**config.mk**
```make
export PLATFORM = sky130hd
export DESIGN_NAME = loss_averager
export DESIGN_NICKNAME = d
export VERILOG_FILES = /design/src/rtl/loss_averager.sv
export SDC_FILE = /design/constraint.sdc
export NUM_CORES = 2
export LEC_CHECK = 0
export ABC_AREA = 1
export BUFFER_PORTS_ARGS = -buffer_cell sky130_fd_sc_hd__buf_2
export CAP_MARGIN = 20
export CORE_MARGIN = 5
export CORE_UTILIZATION = 58
export DETAILED_ROUTE_END_ITERATION = 8
export PLACE_DENSITY = 0.81
export SLEW_MARGIN = 20
export SYNTH_ARGS = -nofsm -noshare
export SYNTH_HDL_FRONTEND = slang
export SYNTH_SLANG_ARGS = --single-unit
```
**constraint.sdc**
```tcl
create_clock -name clk -period 27.6 [get_ports clk]
set_clock_uncertainty 0.2 [all_clocks]
set_input_delay 8.28 -clock clk [delete_from_list [all_inputs] [get_ports clk]]
set_output_delay 8.28 -clock clk [all_outputs]
set_load 0.02 [all_outputs]
```
**src/rtl/loss_averager.sv**
```systemverilog
`default_nettype none
// +------------------------------------------------------------------------+
// | loss_averager: per-lane averaging of 2^LOG2_AVG consecutive beats.      |
// | Optional macro LOSS_AVERAGER_ROUND_EN selects round-half-up. Rev 1.0    |
// +------------------------------------------------------------------------+
module loss_averager #(
  parameter int DATA_WIDTH  = 256,
  parameter int WORD_WIDTH  = 16,
  parameter int LOG2_AVG    = 2,
  parameter int GAP_TIMEOUT = 8
) (
  input  logic                  clk,
  input  logic                  rst,
  input  logic [DATA_WIDTH-1:0] comp_tdata,
  input  logic                  comp_tvalid,
  output logic                  comp_tready,
  input  logic                  avg_clear,
  output logic [DATA_WIDTH-1:0] avg_tdata,
  output logic                  avg_tvalid,
  input  logic                  avg_tready,
  output logic [15:0]           drop_count
);

  localparam int c_lanes = DATA_WIDTH / WORD_WIDTH;
  localparam int c_acc_w = WORD_WIDTH + LOG2_AVG + 1;
  localparam logic [LOG2_AVG-1:0] c_last_beat = '1;
  localparam logic [7:0] c_gap_limit = 8'(GAP_TIMEOUT);
`ifdef LOSS_AVERAGER_ROUND_EN
  localparam logic [c_acc_w-1:0] c_round = c_acc_w'(1) << (LOG2_AVG - 1);
`else
  localparam logic [c_acc_w-1:0] c_round = '0;
`endif

  typedef enum logic [0:0] {
    IDLE  = 1'b0,
    ACCUM = 1'b1
  } state_t;

  state_t                r_state;
  state_t                w_state_nxt;
  logic                  w_load;
  logic                  w_add;
  logic                  w_done;
  logic                  w_drop;
  logic [LOG2_AVG-1:0]   r_beat;
  logic [7:0]            r_gap;
  logic [7:0]            w_gap_inc;
  logic                  r_ready;
  logic                  r_valid;
  logic [DATA_WIDTH-1:0] r_data;
  logic [DATA_WIDTH-1:0] w_avg;
  logic [15:0]           r_drop;
  logic                  w_unused_tready;

  // The output side never stalls, so its ready is intentionally ignored.
  assign w_unused_tready = avg_tready;
  assign w_gap_inc       = r_gap + 8'd1;

  always_ff @(posedge clk or posedge rst) begin
    if (rst) r_state <= IDLE;
    else     r_state <= w_state_nxt;
  end

  always_comb begin
    w_state_nxt = r_state;
    w_load      = 1'b0;
    w_add       = 1'b0;
    w_done      = 1'b0;
    w_drop      = 1'b0;
    case (r_state)
      IDLE: begin
        if (!avg_clear && comp_tvalid) begin
          w_load      = 1'b1;
          w_state_nxt = ACCUM;
        end
      end
      ACCUM: begin
        if (avg_clear) begin
          w_drop      = 1'b1;
          w_state_nxt = IDLE;
        end else if (comp_tvalid) begin
          if (r_beat == c_last_beat) begin
            w_done      = 1'b1;
            w_state_nxt = IDLE;
          end else begin
            w_add = 1'b1;
          end
        end else if (w_gap_inc == c_gap_limit) begin
          w_drop      = 1'b1;
          w_state_nxt = IDLE;
        end
      end
      default: w_state_nxt = IDLE;
    endcase
  end

  always_ff @(posedge clk or posedge rst) begin
    if (rst) begin
      r_beat  <= '0;
      r_gap   <= '0;
      r_ready <= 1'b0;
      r_valid <= 1'b0;
      r_data  <= '0;
      r_drop  <= '0;
    end else begin
      r_ready <= 1'b1;
      r_valid <= w_done;
      r_data  <= w_done ? w_avg : '0;
      if (w_load) begin
        r_beat <= LOG2_AVG'(1);
        r_gap  <= '0;
      end else if (w_add) begin
        r_beat <= r_beat + LOG2_AVG'(1);
        r_gap  <= '0;
      end else if (r_state == ACCUM && !comp_tvalid) begin
        r_gap <= w_gap_inc;
      end
      if (w_drop && r_drop != 16'hFFFF) r_drop <= r_drop + 16'd1;
    end
  end

  for (genvar g = 0; g < c_lanes; g++) begin : g_lane
    logic [WORD_WIDTH-1:0] w_word;
    logic [c_acc_w-1:0]    r_acc;
    logic [c_acc_w-1:0]    w_sum;

    assign w_word = comp_tdata[g*WORD_WIDTH +: WORD_WIDTH];
    // Accumulator is one bit wider than the full group sum needs, so adding
    // the final beat and the rounding term cannot overflow.
    assign w_sum  = r_acc + c_acc_w'(w_word) + c_round;
    assign w_avg[g*WORD_WIDTH +: WORD_WIDTH] = WORD_WIDTH'(w_sum >> LOG2_AVG);

    always_ff @(posedge clk or posedge rst) begin
      if (rst)         r_acc <= '0;
      else if (w_load) r_acc <= c_acc_w'(w_word);
      else if (w_add)  r_acc <= r_acc + c_acc_w'(w_word);
    end
  end

  assign comp_tready = r_ready;
  assign avg_tvalid  = r_valid;
  assign avg_tdata   = r_data;
  assign drop_count  = r_drop;

endmodule
`default_nettype wire

```
After elaboration in Yosys (flattened, before gate mapping)
Cells that the tools add are included.

operators by class
  bitwise operators = 1
  reductions and logical operators = 7
  add/sub/neg operators = 19
  eq/ne operators = 3
  mux-type cells = 56

operators with widths
  cell                                                             number
  19-bit 2-to-1 mux                                                32
  19-bit by 16-bit adder with 19-bit output                        16
  256-bit 2-to-1 mux                                               1
  8-bit 2-to-1 mux                                                 3
  1-bit 2-to-1 mux                                                 17
  16-bit by 1-bit adder with 16-bit output, second input constant  1
  16-bit != test, second input constant                            1
  8-bit by 1-bit adder with 8-bit output, second input constant    1
  8-bit by 4-bit == test with 1-bit output, second input constant  1
  2-bit 2-to-1 mux                                                 2
  1-bit logical AND                                                3
  3-bit nonzero test                                               1
  2-bit by 1-bit adder with 2-bit output, second input constant    1
  2-bit == test, second input constant                             1
  1-bit logical NOT                                                2
  1-bit one-hot mux with 2 select lines                            1
  2-bit nonzero test                                               1
  1-bit inverter                                                   1

word-level totals
  input port bits = 261
  logic and storage cells = 109
  flip-flop bits (word level) = 589

Depth between registers and ports, before layout
  word-level depth = 7
  mapped depth = 13

Worst setup path after synthesis
OpenSTA, ideal clock, no wires.

  kind = input to register
  start = in comp_tdata[144]
  end = reg g_lane[9].r_acc[16]
  stages = 13
  arrival = 9.779 ns
  library setup time = 0.118 ns
  required time = 27.282 ns
  path slack = 17.503 ns
  path buffers = 0
  cell sequence = ha_1 -> inv_1 -> fa_1 -> inv_1 -> nand2_1 -> o21ai_0 -> nand2_1 -> nand2_1 -> nand3_1 -> nand2_1 -> nand2_1 -> nand3_1 -> nand2_1

on the way
  word-level cells in the longest chain between the ends = 3

RTL lines
  what                                       RTL line  text
  start, declared                            14        input logic [DATA_WIDTH-1:0] comp_tdata,
  19-bit by 16-bit adder with 19-bit output  136       else if (w_add) r_acc <= r_acc + c_acc_w'(w_word);
  19-bit 2-to-1 mux                          136
  19-bit 2-to-1 mux                          135       else if (w_load) r_acc <= c_acc_w'(w_word);
  end signal, assigned                       135
  end signal, assigned                       136
  end, declared                              124       logic [c_acc_w-1:0] r_acc;

No other way between the ends. The select of a mux whose other input is x is not followed.
A chain may end at the register's enable or synchronous reset.

Final worst setup path
  start = in comp_tvalid
  end = reg g_lane[1].r_acc[9]

on the way
  word-level cells in the longest chain between the ends = 4
  elaborated cells between the ends (all ways) = 8
  those cells by class = 6 x mux; 2 x reduce/logical

RTL lines
  what                                                                      RTL line  text
  start, declared                                                           15        input logic comp_tvalid,
  1-bit 2-to-1 mux / 1-bit logical AND (equally long branches)              81, 72
  1-bit 2-to-1 mux, on equally long branches                                78, 72
  1-bit 2-to-1 mux                                                          70        case (r_state)
  2-bit nonzero test (no line) / 19-bit 2-to-1 mux (equally long branches)  --
  end signal, assigned                                                      135
  end signal, assigned                                                      136
  end, declared                                                             124

Several ways; a longest one is shown, not always the timed one.

==> metrics.yaml <==
status: "finished, final reports clean"
grt_max_degree: 160
drv_slew: 0
hold_violations: 0
leakage_nw: 22.1
period_share_pct: 40.2
clk_path_buf_depth: 3
power_density_nw_per_um2: 91.2
setup.worst_path.start_class: "input pin"
synth.net_count: 5094
wl_per_cell_um: 17.3
clockRootBuffer: "clkbuf_16"
first_pass_iters: 6
grt_use_total_pct: 30.1
syn_avg_cell_area_sq_um: 7.70
setup_viol: 0
startpoint: "comp_tvalid"
netlist_instances: 4558
fillCellCount: 5061
grt_pass1_wl_mm: 164
vias: 33219
rows: 90
min_period_ns: 11.10
clkLatencyLatePin_ns: 0.62
port_buffers: 533
yosys-top-cells-area: "dfrtp_1 (41%), nand2_1 (14%), ha_1 (9.2%)"
fp.coreArea_sq_um: 60100
critPathCaptureType: "register"
async_reset_ff_share_pct: 100
grt_pass1_vias: 32311
holdBufCountCts: 0
finalPower_w: 0.00370
cts-resized-gates: 0
place_inst: 5767
tns_ns: 0
syn2layout_area_growth_pct: 15.5
finalWorstSetupSlack_ns: 16.50
ys_seq_area_share_pct: 40.8
seqCellArea_sq_um: 14300
antenna_found_initial: 35
rr_startpoint: "r_state"
die_w_um: 256
synth_top_cell_by_area: "dfrtp_1"
irDropWorstVdd_v: 0.0000662
rsz0062_at_grt: "false"
reg2reg_to: "g_lane[1].r_acc[9]"
drive_gt1_share_pct: 13.0
cts_made_buffers: 60
yosysMostFrequentCell: "nand2_1"
fin_area_sq_um: 40600
pre_cts_slack_ns: 15.77
crit_arrival_ns: 11.42
num_io_pins: 535
stdcell_count: 5899
antenna_left: 0
maxCapViolations: 0
drt-initial-drc-count: 2502
gp_congestion: 0.933
worst_slew_pin_slew_ns: 1.09
postCtsSetupRepairBufs: 0
synth_ff_type: "dfrtp_1"
path_max_fanout: 86
tritoncts: "done"
die_y_um: 256
drt-total-wl_mm: 102
start_util_pct: 58.4
nets: 5583
dpl_cell_area_sq_um: 38400
drcViolationCount: 0
synth-edff-count: 0
hpwlAfterDp_mm: 74.0
die-area_sq_um: 65600
htree_levels: 2
worstSetupPathType: "input pin to register"
synth_commonest_cells: "nand2_1 (1346), dfrtp_1 (573), nor2_1 (557)"
cts.sinks: 573
path_clk_slew_ns: 0.06
multi_input_area_sq_um: 19000
reg2reg_setup_slack_ns: 23.79
synth_top_area_share_pct: 40.8
max_freq_ghz: 0.0901
hp-class: "register to register"
synth_cell_type_count: 37
worstSetupEndpoint: "g_lane[1].r_acc[9]"
relSlewSlack_pct: 27.6
ys_seq_elements: 573
required_ns: 27.92
grt_overflow: 0
r2r_cells: 9
yosys_warnings: 0
netlist_area_sq_um: 35100
routed_via_density: 5.63
[placed cells by master (no fill, tap or decap), types with 2 or more instances in the layout]
master         n
nand2_1     1345
dfrtp_1      573
nor2_1       557
buf_2        533
inv_1        340
a21oi_1      265
nand3_1      264
ha_1         259
a22oi_1      208
o21ai_0      193
nand3b_1      88
xnor2_1       71
xor2_1        69
clkbuf_16     61
o21ai_1       50
o21bai_1      30
diode_2       24
and2_1        18
o221ai_1      16
o211ai_1      16
nor4_1        16
fa_1          16
buf_4         15
clkinv_2      14
nor3_1        13
clkbuf_8      12
clkbuf_1       9
bufinv_16      9
a21o_1         8
nand4_1        4
nand2_4        2
inv_2          2
inv_8          2
clkinvlp_4     2
buf_12         2
[metrics by stage]
step                util (%)  hold WS, ns
floorplan                  -        0.256
global placement        63.9        0.269
detailed placement      63.9        0.278
CTS                     67.3        0.294
global route            67.4        0.317
finish                  67.4        0.293
[flip-flops by register name, summed over array words and instances, names as in the netlist]
signal	flops
g_lane.r_acc	288
r_beat	2
r_gap	8
avg_tvalid	1
r_state	1
comp_tready	1
avg_tdata	256
drop_count	16
[cell families (layout without fill, tap and decap cells)]
family | after synthesis | in the layout | share of synthesized area, %
simple gates | 2313 | 2313 | 27.0
fa+ha+maj | 275 | 275 | 10.1
flops | 573 | 573 | 40.8
compound gates | 788 | 788 | 13.3
xor+xnor | 140 | 140 | 3.49
other cells | 1 | 25 | 0.0107
buf+inv | 468 | 1003 | 5.22
[power breakdown]
| group | total, W | switching (W) | leakage [nW] | internal (W) |
|---|---|---|---|---|
| Sequential | 0.00111 | 0.000109 | 7.55 | 0.00100 |
| Clock | 0.000862 | 0.000344 | 1.04 | 0.000518 |
| Combinational | 0.00172 | 0.00110 | 13.6 | 0.000627 |
[worst min-delay path by stage]
stage,startpoint,endpoint,depth (start not counted)
6_report,g_lane[7].r_acc[0],g_lane[7].r_acc[0],2
5_1_grt,g_lane[14].r_acc[0],g_lane[14].r_acc[0],2
4_1_cts,g_lane[2].r_acc[0],g_lane[2].r_acc[0],2
3_5_place_dp,g_lane[1].r_acc[0],g_lane[1].r_acc[0],2
3_3_place_gp,g_lane[2].r_acc[0],g_lane[2].r_acc[0],2
2_1_floorplan,g_lane[0].r_acc[0],g_lane[0].r_acc[0],2
[worst max-delay path, cell delays in order]
cell,delay [ns]
buf_2,0.12
inv_1,0.11
nor2_1,0.08
nand2_4,0.07
inv_4,0.34
nor2_4,0.22
buf_4,0.82
buf_4,0.87
a22oi_1,0.15
o21ai_0,0.14
[area by class of cell]
| type | count | share of cell area (%) |
|---|---|---|
| diodes | 24 | 0.148 |
| flip-flops and latches | 573 | 35.4 |
| inverters | 345 | 3.24 |
| clock buffers | 82 | 4.25 |
| well taps | 782 | 2.41 |
| repair buffers | 550 | 6.95 |
| multi-input cells | 3517 | 46.7 |
| clock inverters | 26 | 0.898 |
[layer usage]
metal,global-route usage [%],part of all wire (%),up-vias
met2,49.3,47,1085
li1,-,-,16124
met1,39.0,41,15715
met3,6.12,7.3,269
met5,0,0.20,-
met4,13.3,4.5,26
Power figures use the tool's default switching activity.
